[src/rtl/load_store_unit_if.sv]
// Request/writeback channel between the execute stage and the load/store unit.
//   master : execute stage (drives requests, receives writebacks)
//   slave  : load_store_unit (accepts requests, returns writebacks)
// Signals:
//   req_valid/req_ready  request handshake, accepted when both are 1 at a rising edge
//   req_is_store         1 = store, 0 = load
//   req_addr             32-bit byte address
//   req_wdata            store data
//   req_rd               load destination register
//   wb_valid             one-cycle writeback strobe
//   wb_rd/wb_data        writeback destination and data
interface load_store_unit_if #(
  parameter int DATA_W = 32
);
  logic              req_valid;
  logic              req_ready;
  logic              req_is_store;
  logic [31:0]       req_addr;
  logic [DATA_W-1:0] req_wdata;
  logic [3:0]        req_rd;
  logic              wb_valid;
  logic [3:0]        wb_rd;
  logic [DATA_W-1:0] wb_data;

  modport master (
    output req_valid, req_is_store, req_addr, req_wdata, req_rd,
    input  req_ready, wb_valid, wb_rd, wb_data
  );

  modport slave (
    input  req_valid, req_is_store, req_addr, req_wdata, req_rd,
    output req_ready, wb_valid, wb_rd, wb_data
  );
endinterface

[src/rtl/load_store_unit.sv]
// Load/store unit: sequences single-word loads and stores to a small memory file
// through IDLE -> SETUP -> ACCESS (-> WB for loads) and returns load data on a
// one-cycle writeback strobe.
// Ports:
//   clk, rst          rising-edge clock, asynchronous active-low reset
//   bus (slave)       request handshake and writeback channel
//   mem_addr          word index to the memory file
//   mem_write_data    store data to the memory file
//   mem_ldr_str_en    access strobe (one cycle, in ACCESS)
//   mem_load_en       load enable (ACCESS of a load)
//   mem_store_en      store enable (ACCESS of a store)
//   mem_read_data     memory-file read data, captured at the end of ACCESS
//   err               one-cycle pulse after a rejected request
//   load_cnt          completed loads, saturating
//   store_cnt         completed stores, saturating
module load_store_unit #(
  parameter int DATA_W = 32,
  parameter int IDX_W  = 4
) (
  input  logic               clk,
  input  logic               rst,
  load_store_unit_if.slave   bus,
  output logic [IDX_W-1:0]   mem_addr,
  output logic [DATA_W-1:0]  mem_write_data,
  output logic               mem_ldr_str_en,
  output logic               mem_load_en,
  output logic               mem_store_en,
  input  logic [DATA_W-1:0]  mem_read_data,
  output logic               err,
  output logic [15:0]        load_cnt,
  output logic [15:0]        store_cnt
);

  typedef enum logic [1:0] {
    ST_IDLE   = 2'd0,
    ST_SETUP  = 2'd1,
    ST_ACCESS = 2'd2,
    ST_WB     = 2'd3
  } state_t;

  state_t             state_r;
  state_t             state_next_s;
  logic               ready_r;
  logic               accept_s;
  logic               addr_bad_s;
  logic               is_store_r;
  logic [3:0]         rd_r;
  logic [IDX_W-1:0]   mem_addr_r;
  logic [DATA_W-1:0]  mem_wdata_r;
  logic               ldr_str_en_r;
  logic               load_en_r;
  logic               store_en_r;
  logic               wb_valid_r;
  logic [3:0]         wb_rd_r;
  logic [DATA_W-1:0]  wb_data_r;
  logic               err_r;
  logic [15:0]        load_cnt_r;
  logic [15:0]        store_cnt_r;

  // ready_r is high exactly while the FSM sits in IDLE, so this is the handshake.
  assign accept_s   = bus.req_valid && ready_r;
  // Reject misaligned addresses and anything beyond the last word of the memory file.
  assign addr_bad_s = (bus.req_addr[1:0] != 2'b00) ||
                      ((bus.req_addr >> (IDX_W + 2)) != 32'd0);

  // State register.
  always_ff @(posedge clk or negedge rst) begin
    if (!rst) begin
      state_r <= ST_IDLE;
    end else begin
      state_r <= state_next_s;
    end
  end

  // Next-state logic.
  always_comb begin
    state_next_s = state_r;
    case (state_r)
      ST_IDLE: begin
        if (accept_s && !addr_bad_s) begin
          state_next_s = ST_SETUP;
        end else begin
          state_next_s = ST_IDLE;
        end
      end
      ST_SETUP: state_next_s = ST_ACCESS;
      ST_ACCESS: begin
        if (is_store_r) begin
          state_next_s = ST_IDLE;
        end else begin
          state_next_s = ST_WB;
        end
      end
      ST_WB:   state_next_s = ST_IDLE;
      default: state_next_s = ST_IDLE;
    endcase
  end

  // Control outputs registered from the next state so they line up with the state they belong to.
  always_ff @(posedge clk or negedge rst) begin
    if (!rst) begin
      ready_r      <= 1'b1;
      ldr_str_en_r <= 1'b0;
      load_en_r    <= 1'b0;
      store_en_r   <= 1'b0;
      wb_valid_r   <= 1'b0;
      err_r        <= 1'b0;
    end else begin
      ready_r      <= (state_next_s == ST_IDLE);
      ldr_str_en_r <= (state_next_s == ST_ACCESS);
      load_en_r    <= (state_next_s == ST_ACCESS) && !is_store_r;
      store_en_r   <= (state_next_s == ST_ACCESS) && is_store_r;
      wb_valid_r   <= (state_next_s == ST_WB);
      err_r        <= accept_s && addr_bad_s;
    end
  end

  // Capture an accepted request; the memory address and data hold until the next accept.
  always_ff @(posedge clk or negedge rst) begin
    if (!rst) begin
      is_store_r  <= 1'b0;
      rd_r        <= 4'd0;
      mem_addr_r  <= '0;
      mem_wdata_r <= '0;
    end else if (accept_s && !addr_bad_s) begin
      is_store_r  <= bus.req_is_store;
      rd_r        <= bus.req_rd;
      mem_addr_r  <= bus.req_addr[IDX_W+1:2];
      mem_wdata_r <= bus.req_wdata;
    end
  end

  // Load data is sampled on the ACCESS -> WB edge and held between writebacks.
  always_ff @(posedge clk or negedge rst) begin
    if (!rst) begin
      wb_data_r <= '0;
      wb_rd_r   <= 4'd0;
    end else if ((state_r == ST_ACCESS) && !is_store_r) begin
      wb_data_r <= mem_read_data;
      wb_rd_r   <= rd_r;
    end
  end

  // Saturating completion counters, bumped on the edge that leaves the last state of an operation.
  always_ff @(posedge clk or negedge rst) begin
    if (!rst) begin
      load_cnt_r  <= 16'd0;
      store_cnt_r <= 16'd0;
    end else begin
      if ((state_r == ST_ACCESS) && is_store_r && (store_cnt_r != 16'hFFFF)) begin
        store_cnt_r <= store_cnt_r + 16'd1;
      end
      if ((state_r == ST_WB) && (load_cnt_r != 16'hFFFF)) begin
        load_cnt_r <= load_cnt_r + 16'd1;
      end
    end
  end

  assign bus.req_ready  = ready_r;
  assign bus.wb_valid   = wb_valid_r;
  assign bus.wb_rd      = wb_rd_r;
  assign bus.wb_data    = wb_data_r;
  assign mem_addr       = mem_addr_r;
  assign mem_write_data = mem_wdata_r;
  assign mem_ldr_str_en = ldr_str_en_r;
  assign mem_load_en    = load_en_r;
  assign mem_store_en   = store_en_r;
  assign err            = err_r;
  assign load_cnt       = load_cnt_r;
  assign store_cnt      = store_cnt_r;

endmodule

[src/flat_wrapper.sv]
// flat-port wrapper written by rule: the top's interface ports become plain ports
module load_store_unit_flat 
#(
  parameter int DATA_W = 32,
  parameter int IDX_W  = 4
)
  (clk, rst, mem_addr, mem_write_data, mem_ldr_str_en, mem_load_en, mem_store_en, mem_read_data, err, load_cnt, store_cnt, bus_req_valid, bus_req_is_store, bus_req_addr, bus_req_wdata, bus_req_rd, bus_req_ready, bus_wb_valid, bus_wb_rd, bus_wb_data);
  load_store_unit_if #(.DATA_W(DATA_W)) bus_i ();
  input  logic clk;
  input  logic rst;
  output logic [IDX_W-1:0] mem_addr;
  output logic [DATA_W-1:0] mem_write_data;
  output logic mem_ldr_str_en;
  output logic mem_load_en;
  output logic mem_store_en;
  input  logic [DATA_W-1:0] mem_read_data;
  output logic err;
  output logic [15:0] load_cnt;
  output logic [15:0] store_cnt;
  input wire logic [$bits(bus_i.req_valid)-1:0] bus_req_valid;
  input wire logic [$bits(bus_i.req_is_store)-1:0] bus_req_is_store;
  input wire logic [$bits(bus_i.req_addr)-1:0] bus_req_addr;
  input wire logic [$bits(bus_i.req_wdata)-1:0] bus_req_wdata;
  input wire logic [$bits(bus_i.req_rd)-1:0] bus_req_rd;
  output wire logic [$bits(bus_i.req_ready)-1:0] bus_req_ready;
  output wire logic [$bits(bus_i.wb_valid)-1:0] bus_wb_valid;
  output wire logic [$bits(bus_i.wb_rd)-1:0] bus_wb_rd;
  output wire logic [$bits(bus_i.wb_data)-1:0] bus_wb_data;
  assign bus_i.req_valid = bus_req_valid;
  assign bus_i.req_is_store = bus_req_is_store;
  assign bus_i.req_addr = bus_req_addr;
  assign bus_i.req_wdata = bus_req_wdata;
  assign bus_i.req_rd = bus_req_rd;
  assign bus_req_ready = bus_i.req_ready;
  assign bus_wb_valid = bus_i.wb_valid;
  assign bus_wb_rd = bus_i.wb_rd;
  assign bus_wb_data = bus_i.wb_data;
  load_store_unit #(.DATA_W(DATA_W), .IDX_W(IDX_W)) u_core (.clk(clk), .rst(rst), .bus(bus_i), .mem_addr(mem_addr), .mem_write_data(mem_write_data), .mem_ldr_str_en(mem_ldr_str_en), .mem_load_en(mem_load_en), .mem_store_en(mem_store_en), .mem_read_data(mem_read_data), .err(err), .load_cnt(load_cnt), .store_cnt(store_cnt));
endmodule
[config.mk]
export PLATFORM = sky130hd
export DESIGN_NAME = load_store_unit_flat
export DESIGN_NICKNAME = d
export VERILOG_FILES = /design/src/rtl/load_store_unit_if.sv /design/src/rtl/load_store_unit.sv /design/src/flat_wrapper.sv
export SDC_FILE = /design/constraint.sdc
export NUM_CORES = 1
export LEC_CHECK = 0
export BUFFER_PORTS_ARGS = -buffer_cell sky130_fd_sc_hd__buf_2
export CAP_MARGIN = 0
export CELL_PAD_IN_SITES_DETAIL_PLACEMENT = 0
export CELL_PAD_IN_SITES_GLOBAL_PLACEMENT = 2
export CORE_UTILIZATION = 30
export DETAILED_ROUTE_END_ITERATION = 8
export PLACE_DENSITY_LB_ADDON = 0.05
export SLEW_MARGIN = 0
export SYNTH_ARGS = -nofsm -noshare
export SYNTH_HDL_FRONTEND = slang
export SYNTH_SLANG_ARGS = --single-unit
[constraint.sdc]
create_clock -name clk -period 2.15 [get_ports clk]
set_input_delay 0.1075 -clock clk [delete_from_list [all_inputs] [get_ports clk]]
set_output_delay 0.1075 -clock clk [all_outputs]
set_load 0.01 [all_outputs]
==> results of run 1 <==
==> worst max-delay path, stage by stage, from the launching register on <==
cell and delay (ns):
dfrtp_1 0.41, ha_1 0.22, nand3_1 0.17, o41ai_2 0.47, buf_4 0.22, nor3_1 0.07
xor2_1 0.14
==> logic make-up (layout without fill, tap and decap cells) <==
kind of cell / after synthesis / in the layout
AO/OA/AOI/OAI: 21 / 21
XOR/XNOR: 21 / 21
adder cells (fa/ha/maj): 2 / 2
buffers and inverters: 14 / 335
flip-flops: 117 / 117
multiplexers: 84 / 84
AND/OR/NAND/NOR: 82 / 82
==> final cells by class <==
type	instances	area [µm²]	area share, %
Timing Repair Buffer	298	1930	25.7
Clock buffer	17	425	5.66
Inverter	5	18.8	0.250
Tap cell	211	264	3.51
Clock inverter	15	158	2.10
Multi-Input combinational cell	210	1790	23.8
Sequential cell	117	2930	39.0
==> state kept, by name (all words and copies together) (netlist names), 2 cells and up <==
register / count
u_core.rd_r: 4
u_core.bus.wb_rd: 4
u_core.load_cnt: 16
u_core.store_cnt: 16
u_core.state_r: 2
u_core.mem_addr: 4
u_core.mem_write_data: 32
u_core.bus.wb_data: 32
==> metal layers <==
metal / track usage, % / wire [µm] / vias to the layer above
li1: - / - / 1877
met1: 19.1 / 5120 / 1901
met2: 27.3 / 6510 / 115
met3: 6.49 / 900 / 11
met4: 5.81 / 138 / 0
met5: 0 / 0 / -
==> worst paths after layout <==
path / start / endpoint / slack (ns) / depth (start not counted)
max: u_core.store_cnt[0] / u_core.store_cnt[6] / 0.32 / 6
min: bus_req_addr[28] / u_core.err / 0.08 / 4
max reg2reg: u_core.store_cnt[0] / u_core.store_cnt[6] / 0.32 / 6
min reg2reg: u_core.mem_write_data[26] / u_core.mem_write_data[26] / 0.48 / 1
max in group asynchronous: rst / u_core.bus.req_ready / 1.23 / 3
min in group asynchronous: rst / u_core.load_cnt[8] / 0.23 / 2
==> Yosys cell counts (2+ instances only) <==
| library cell | count |
|---|---|
| mux2_2 | 80 |
| a21oi_1 | 5 |
| nand2_1 | 14 |
| inv_1 | 5 |
| nor4_1 | 7 |
| nor2_1 | 10 |
| a211oi_1 | 3 |
| nand2b_1 | 3 |
| nor3_1 | 7 |
| dfrtp_1 | 116 |
| o2111ai_1 | 3 |
| and2_1 | 4 |
| clkbuf_1 | 3 |
| and3_1 | 5 |
| xor2_1 | 10 |
| or3_1 | 2 |
| buf_6 | 4 |
| a31oi_1 | 2 |
| mux2_1 | 3 |
| xnor2_1 | 11 |
| ha_1 | 2 |
| buf_2 | 2 |
| and4_1 | 2 |
| nand4_1 | 12 |
| nand3_1 | 8 |
| a41oi_1 | 2 |
==> power by group through the flow <==
stage / clock network, mW / registers [mW] / logic [mW]
CTS: 2.84 / 2.27 / 0.355
detailed placement: 0 / 2.30 / 0.245
finish: 2.76 / 2.26 / 0.347
floorplan: 0 / 2.32 / 0.0385
global placement: 0 / 2.31 / 0.241
global route: 2.94 / 2.27 / 0.390
==> metrics by stage <==
step                utilization (%)  hold WS (ns)
global placement               40.1         0.118
CTS                            48.7        0.0495
detailed placement             40.1         0.126
global route                   48.7        0.0603
finish                         48.7        0.0820
floorplan                         -        -0.188
==> layout by cell type, fill, tap and decap left out, drive strengths merged, types with 2 or more instances in the layout <==
| cell type | netlist | final |
|---|---|---|
| ha | 2 | 2 |
| or3 | 2 | 2 |
| nor3 | 7 | 7 |
| and4 | 2 | 2 |
| clkbuf | 3 | 17 |
| a31oi | 2 | 2 |
| a211oi | 3 | 3 |
| a21oi | 5 | 5 |
| o2111ai | 3 | 3 |
| xor2 | 10 | 10 |
| nor4 | 9 | 9 |
| xnor2 | 11 | 11 |
| nand4 | 12 | 12 |
| dfrtp | 116 | 116 |
| nor2 | 10 | 10 |
| nand3 | 8 | 8 |
| clkinv | 0 | 8 |
| dlygate4sd3 | 0 | 75 |
| buf | 6 | 223 |
| mux2 | 83 | 83 |
| nand2b | 3 | 3 |
| and3 | 5 | 5 |
| bufinv | 0 | 2 |
| clkinvlp | 0 | 4 |
| a41oi | 2 | 2 |
| inv | 5 | 6 |
| nand2 | 14 | 14 |
| and2 | 5 | 5 |
==> what timing repair did <==
item / 4_1_cts / 5_1_grt
hold buffers: 75 / 0
setup buffers: 0 / 0
endpoints found under the hold margin: 110 / 0
==> impl_metrics.json, run 1 <==
{
  "status": "complete, no violations",
  "drv_slew": 0,
  "power_mw": 5.37,
  "syn2layout_area_growth_pct": 56.6,
  "cellLeakagePower_nw": 4.06,
  "die_w_um": 128,
  "synth_flop_cell": "dfrtp_1",
  "hp-class": "in2reg",
  "rows": 45,
  "drive_gt1_share_pct": 51.7,
  "power.switching_mw": 1.22,
  "hold_viol_final": 0,
  "slew_headroom_pct": 63.9,
  "synth_simple_gate_area_share_pct": 9.80,
  "routed_wl_um": 12700,
  "yosys.area.top_type": "dfrtp_1",
  "die_area_um2": 16500,
  "synth_compound_area_share_pct": 3.34,
  "power_density_nw_per_um2": 715,
  "fillers": 1440,
  "drc_errors": 0,
  "synthMuxAreaShare_pct": 19.7,
  "fin_area_um2": 7520,
  "combPwrFrac_pct": 6.5,
  "critPathMaxFanout": 7,
  "ir_drop_v": 0.000498,
  "synth_edf_count": 0,
  "grt_pass1_vias": 4091,
  "ys_async_sr_fraction_pct": 100,
  "fin_setup_tns_ns": 0,
  "grt_max_degree": 41,
  "p_int_mw": 4.15,
  "h-tree-depth": 4,
  "power_frac_clock_pct": 51.4,
  "clockBufferDepth": 2,
  "cts_tree": "yes",
  "finalNetCount": 755,
  "worstMarginPinSlew_ns": 0.541,
  "synth_nets": 447,
  "synthTopCellsByArea": "dfrtp_1 (60%), mux2_2 (19%), xnor2_1 (2.0%)",
  "gr-total-overflow": 0,
  "synth_xor_area_share_pct": 3.83,
  "crit_arrival_ns": 2.11,
  "path_clk_slew_ns": 0.06,
  "drt_first_pass_iters": 4,
  "syn-cell-area_um2": 4800,
  "drt_iter0_markers": 140,
  "syn_inst": 341,
  "fin_skew_ns": 0.00821,
  "seqPwrFrac_pct": 42.2,
  "core_area_um2": 15400,
  "synth_area_per_cell_um2": 14.1,
  "dp_hpwl_um": 9010,
  "cts_inserted_buffers": 17,
  "pre_cts_slack_ns": 0.175,
  "grt_antenna_before_repair": 0,
  "drv_cap": 0,
  "rsz0062_at_grt": "false",
  "swShare_pct": 22.7,
  "synthAdderAreaFrac_pct": 0.522,
  "synth.yosys.seq_area_share_pct": 61.0,
  "synth_cell_types": 42,
  "placed_cells": 766,
  "critPathRequiredTime_ns": 2.43,
  "fin_ws_ns": 0.321,
  "grt_pass1_wl_um": 20800,
  "postRouteAntennaNets": 0,
  "io_buffers": 213,
  "fmax_ghz": 0.547,
  "instances_no_fill": 873,
  "finalCritPeriodShare_pct": 85.1,
  "period_needed_ns": 1.83,
  "die_y_um": 128,
  "vias": 3904,
  "synth_top_area_share_pct": 60.5,
  "synth_seq_cells": 117,
  "start_util_pct": 31.1,
  "antennaDiodeCount": 0,
  "synth_top_family_by_area": "multiplexers",
  "cts-resized-gates": 0,
  "place_congestion": 0.701,
  "io-pin-count": 214,
  "critPathCaptureType": "flop",
  "track_usage_pct": 16.4,
  "dpl_cell_area_um2": 6180,
  "setup_violations": 0,
  "clockRootBuffer": "clkbuf_16",
  "yosysWarningCount": 0,
  "cts.sinks": 117,
  "start_kind": "flop",
  "clock_latency_ns": 0.40,
  "worstSetupPathType": "reg2reg",
  "via_per_inst": 4.47,
  "post_drt_wl_per_cell_um": 14.5
}
Note: power is estimated with default switching activity, not from simulation.
==> run 2, diff against run 1 <==
--- a/config.mk
+++ b/config.mk
@@ -11,7 +11,7 @@
 export CELL_PAD_IN_SITES_GLOBAL_PLACEMENT = 2
 export CORE_UTILIZATION = 30
 export DETAILED_ROUTE_END_ITERATION = 8
-export PLACE_DENSITY_LB_ADDON = 0.05
+export PLACE_DENSITY_LB_ADDON = 0.1
 export SLEW_MARGIN = 0
 export SYNTH_ARGS = -nofsm -noshare
 export SYNTH_HDL_FRONTEND = slang
==> impl_metrics.json, run 2 (synthesis gave the netlist of run 1 again) <==
{
  "multi_input_area_um2": 1790,
  "hold_slack_ns": 0.0566,
  "fin_ws_ns": 0.347,
  "clockRootBuffer": "clkbuf_16",
  "grtUsageMet1_pct": 18.4,
  "cts_inserted_buffers": 17,
  "clockBufferDepth": 2,
  "core_area_um2": 15400,
  "critPathMaxStageDelay_ns": 0.58,
  "worstMarginPinSlew_ns": 0.564,
  "postRouteAntennaNets": 0,
  "gr-total-overflow": 0,
  "die_y_um": 128,
  "power_mw": 5.49,
  "vias": 3884,
  "drv_cap": 0,
  "rsz0062_at_grt": "false",
  "cts-resized-gates": 0,
  "fmax_ghz": 0.554,
  "period_needed_ns": 1.80,
  "fin_skew_ns": 0.00608,
  "drv_slew": 0,
  "use_met2_pct": 26.8,
  "drt_first_pass_iters": 4,
  "regArea_um2": 2930,
  "critPathRequiredTime_ns": 2.41,
  "use_met3_pct": 5.82,
  "die_area_um2": 16500,
  "grt_antenna_before_repair": 0,
  "place_congestion": 0.715,
  "pre_cts_slack_ns": 0.237,
  "fillers": 1448,
  "critPathMaxFanout": 6,
  "finalCritPeriodShare_pct": 83.9,
  "track_usage_pct": 16.0,
  "routed_wl_um": 12500,
  "grt_pass1_vias": 4086,
  "cellLeakagePower_nw": 4.08,
  "hp-start": "bus_req_addr[28]",
  "hp-class": "in2reg",
  "crit_arrival_ns": 2.07,
  "cp_slowest_cell": "a2111oi_0",
  "ir_drop_v": 0.000471,
  "path_buf_inv": 0,
  "rows": 45,
  "cts.sinks": 117,
  "worstReg2RegStart": "u_core.load_cnt[11]",
  "most-common-layout-cells": "buf_2 (212), dfrtp_1 (116), mux2_2 (80), dlygate4sd3_1 (75), clkbuf_16 (17)",
  "final_util_pct": 48.9,
  "antennaDiodeCount": 0,
  "clock_latency_ns": 0.41,
  "cp_top_family": "compound AO/OA/AOI/OAI gates",
  "path_cells": "and4_1 -> and2_0 -> a2111oi_0 -> xor2_1",
  "grt_max_degree": 41,
  "cts_tree": "yes",
  "drt_iter0_markers": 98,
  "drc_errors": 0,
  "busiest_layer": "met2",
  "slew_headroom_pct": 61.4,
  "worstSetupPathType": "reg2reg",
  "critPathLaunch": "u_core.load_cnt[11]",
  "finalNetCount": 755,
  "die_w_um": 128,
  "drive_gt1_share_pct": 51.2,
  "hold_viol_final": 0,
  "h-tree-depth": 4,
  "via_per_inst": 4.45,
  "critPathCaptureType": "flop",
  "power_density_nw_per_um2": 727,
  "status": "complete, no violations",
  "start_util_pct": 31.1,
  "io-pin-count": 214,
  "path_clk_slew_ns": 0.05,
  "syn2layout_area_growth_pct": 57.3,
  "start_kind": "flop",
  "fin_setup_tns_ns": 0,
  "dp_hpwl_um": 8790,
  "setup_violations": 0,
  "post_drt_wl_per_cell_um": 14.3,
  "layout_commonest_cell": "buf_2",
  "io_buffers": 213,
  "grt_pass1_wl_um": 20300
}
[run 2: cell count changes in the layout (fill, tap and decap cells not counted)]
| cell | previous run | this run |
|---|---|---|
| buf_4 | 8 | 7 |
| inv_6 | 1 | 0 |
| clkinv_2 | 3 | 4 |
| clkbuf_1 | 0 | 3 |
| clkinvlp_4 | 4 | 2 |
| clkbuf_8 | 0 | 3 |
| buf_12 | 3 | 4 |
| clkinv_4 | 5 | 0 |
| bufinv_16 | 2 | 3 |
[run 2: repair_timing]
action                                 4_1_cts  5_1_grt
hold buffers                                75        0
buffers inserted                             0        0
endpoints found under the hold margin      111        0
[run 2: layout make-up]
class	instances	area share (%)
well taps	211	3.50
clock inverters	9	1.66
clock buffers	23	6.33
flip-flops and latches	117	38.8
multi-input cells	210	23.7
inverters	5	0.249
repair buffers	298	25.8
[run 2: layer usage]
metal	part of all wire, %	routed length, µm
met4	1.6	204
met5	0	0
met1	40	5030
met3	6.9	865
met2	51	6380
[run 2: path summary, 6_finish.rpt]
check / end / slack (ns) / cells after the start
setup / recovery: u_core.load_cnt[5] / 0.35 / 4
hold / removal: u_core.err / 0.06 / 4
setup reg to reg: u_core.load_cnt[5] / 0.35 / 4
hold reg to reg: u_core.store_cnt[7] / 0.50 / 1
max in group asynchronous: u_core.store_cnt[6] / 1.24 / 3
min in group asynchronous: u_core.load_cnt[5] / 0.24 / 2
[run 2: report_power, final]
part / internal (mW) / switching (mW) / leakage (nW) / total (mW)
sequential: 2.24 / 0.0267 / 1.63 / 2.27
clock: 1.90 / 0.968 / 0.293 / 2.87
combinational: 0.202 / 0.143 / 2.16 / 0.346
[run 2: stage by stage]
| step | cell area (µm²) | cells |
|---|---|---|
| 2_1_floorplan | 4800 | 341 |
| 3_3_place_gp | 6190 | 766 |
| 5_1_grt | 7550 | 873 |
| 6_report | 7550 | 873 |
| 3_5_place_dp | 6190 | 766 |
| 4_1_cts | 7550 | 873 |
[run 2: worst min-delay path: stages]
cell	delay, ns
buf_2	0.07
or4_4	0.12
nor3_1	0.05
nor2_1	0.08
==> run 3, diff against run 2 <==
--- a/config.mk
+++ b/config.mk
@@ -9,7 +9,7 @@
 export CAP_MARGIN = 0
 export CELL_PAD_IN_SITES_DETAIL_PLACEMENT = 0
 export CELL_PAD_IN_SITES_GLOBAL_PLACEMENT = 2
-export CORE_UTILIZATION = 30
+export CORE_UTILIZATION = 27
 export DETAILED_ROUTE_END_ITERATION = 8
 export PLACE_DENSITY_LB_ADDON = 0.1
 export SLEW_MARGIN = 0
==> constraint.sdc (replaced) <==
create_clock -name clk -period 1.5 [get_ports clk]
set_input_delay 0.075 -clock clk [delete_from_list [all_inputs] [get_ports clk]]
set_output_delay 0.075 -clock clk [all_outputs]
set_load 0.01 [all_outputs]
==> impl_metrics.json, run 3 (synthesis gave the netlist of run 1 again) <==
{
  "die_y_um": 135,
  "power_density_nw_per_um2": 856,
  "routed_wl_um": 15800,
  "grt_antenna_before_repair": 0,
  "critPathMaxFanout": 5,
  "start_kind": "flop",
  "violations": "negative setup slack",
  "post_drt_wl_per_cell_um": 16.2,
  "period_needed_ns": 1.66,
  "fmax_ghz": 0.603,
  "fin_area_um2": 9100,
  "clockRootBuffer": "clkbuf_16",
  "slew_headroom_pct": 76.0,
  "worstSetupPathType": "reg2reg",
  "cts.sinks": 117,
  "hold_slack_ns": 0.00421,
  "fin_ws_ns": -0.159,
  "grt_pass1_vias": 4520,
  "clockBufferDepth": 2,
  "path_clk_slew_ns": 0.06,
  "drv_slew": 0,
  "critPathCaptureType": "flop",
  "h-tree-depth": 4,
  "die_w_um": 135,
  "grt_pass1_wl_um": 23200,
  "rsz0062_at_grt": "true",
  "rows": 48,
  "placed_cells": 835,
  "hp-class": "in2reg",
  "io-pin-count": 214,
  "worstMarginPinSlew_ns": 0.360,
  "io_buffers": 213,
  "drc_errors": 0,
  "grt_max_degree": 63,
  "cts_inserted_buffers": 17,
  "finalCritPeriodShare_pct": 111,
  "postRouteAntennaNets": 0,
  "cts_tree": "yes",
  "die_area_um2": 18300,
  "drv_cap": 0,
  "instances_no_fill": 977,
  "crit_arrival_ns": 1.96,
  "track_usage_pct": 16.8,
  "most-common-layout-cells": "buf_2 (212), dfrtp_1 (111), mux2_4 (78), dlygate4sd3_1 (74), buf_4 (66)",
  "layout_commonest_cell": "buf_2",
  "drt_first_pass_iters": 4,
  "status": "complete, but fails checks",
  "dp_hpwl_um": 9410,
  "place_congestion": 0.739,
  "syn2layout_area_growth_pct": 89.7,
  "drive_gt1_share_pct": 63.2,
  "cellLeakagePower_nw": 4.73,
  "setup_violations": 87,
  "via_per_inst": 4.38,
  "critPathRequiredTime_ns": 1.80,
  "dpl_cell_area_um2": 6730,
  "antennaDiodeCount": 0,
  "gr-total-overflow": 0,
  "ir_drop_v": 0.000779,
  "drt_iter0_markers": 80,
  "fin_skew_ns": 0.00769,
  "critPathLaunch": "u_core.is_store_r",
  "hp-start": "bus_req_valid",
  "start_util_pct": 27.7,
  "clock_latency_ns": 0.42,
  "vias": 4279,
  "finalNetCount": 845,
  "core_area_um2": 17300,
  "worstReg2RegStart": "u_core.is_store_r",
  "fin_setup_tns_ns": -5.81,
  "hold_viol_final": 0,
  "final_util_pct": 52.6
}
==> run 3: worst paths after layout <==
check,to,slack [ns],cells after the start
min,u_core.err,0.004,4
max reg2reg,u_core.store_cnt[5],-0.16,7
min in group asynchronous,u_core.load_cnt[4],0.22,3
max,u_core.store_cnt[5],-0.16,7
max in group asynchronous,u_core.bus.req_ready,0.94,3
min reg2reg,u_core.mem_write_data[22],0.50,1
==> run 3: worst max-delay path: stages (launching register included) <==
cell and delay (ns):
dfrtp_1 0.39, buf_4 0.13, and3b_2 0.22, o41ai_4 0.07, buf_4 0.16, buf_12 0.13
or3_1 0.32, xnor2_1 0.13
==> run 3: layout make-up <==
class                      count  area (µm²)
fill                        1527        8190
sequential                   117        2940
timing repair buffer         388        2920
multi-input combinational    210        2370
clock buffer                  21         450
tap                          225         282
clock inverter                11         129
inverter                       5        18.8
==> run 3: repair_timing <==
| item | in CTS | in global routing |
|---|---|---|
| gates cloned | 6 | 5 |
| setup buffers | 15 | 15 |
| hold endpoints to repair | 190 | 0 |
| resized for setup | 68 | 79 |
| hold buffers | 74 | 0 |
| endpoints found under the setup margin | 97 | 108 |
| pin swaps | 9 | 29 |
==> run 3: through the flow <==
stage                     total power [mW]  worst slack [ns]
after global routing                  8.09            -0.204
after detailed placement              3.68            -0.334
after CTS                             7.89            -0.109
final                                 7.79            -0.159
after floorplan                       3.38            -0.194
after global placement                3.68            -0.310
==> run 3: where the power goes <==
part	leakage, nW	switching, mW	internal, mW
Combinational	2.84	0.252	0.327
Clock	0.265	1.48	2.49
Sequential	1.62	0.0249	3.22
Total	4.73	1.76	6.03
==> run 3: per-layer routing <==
layer	GRT usage, %	wire length, µm	vias up
met4	6.18	184	0
li1	-	-	2038
met1	19.3	6370	2115
met2	28.9	8390	111
met5	0	0	-
met3	5.50	889	15
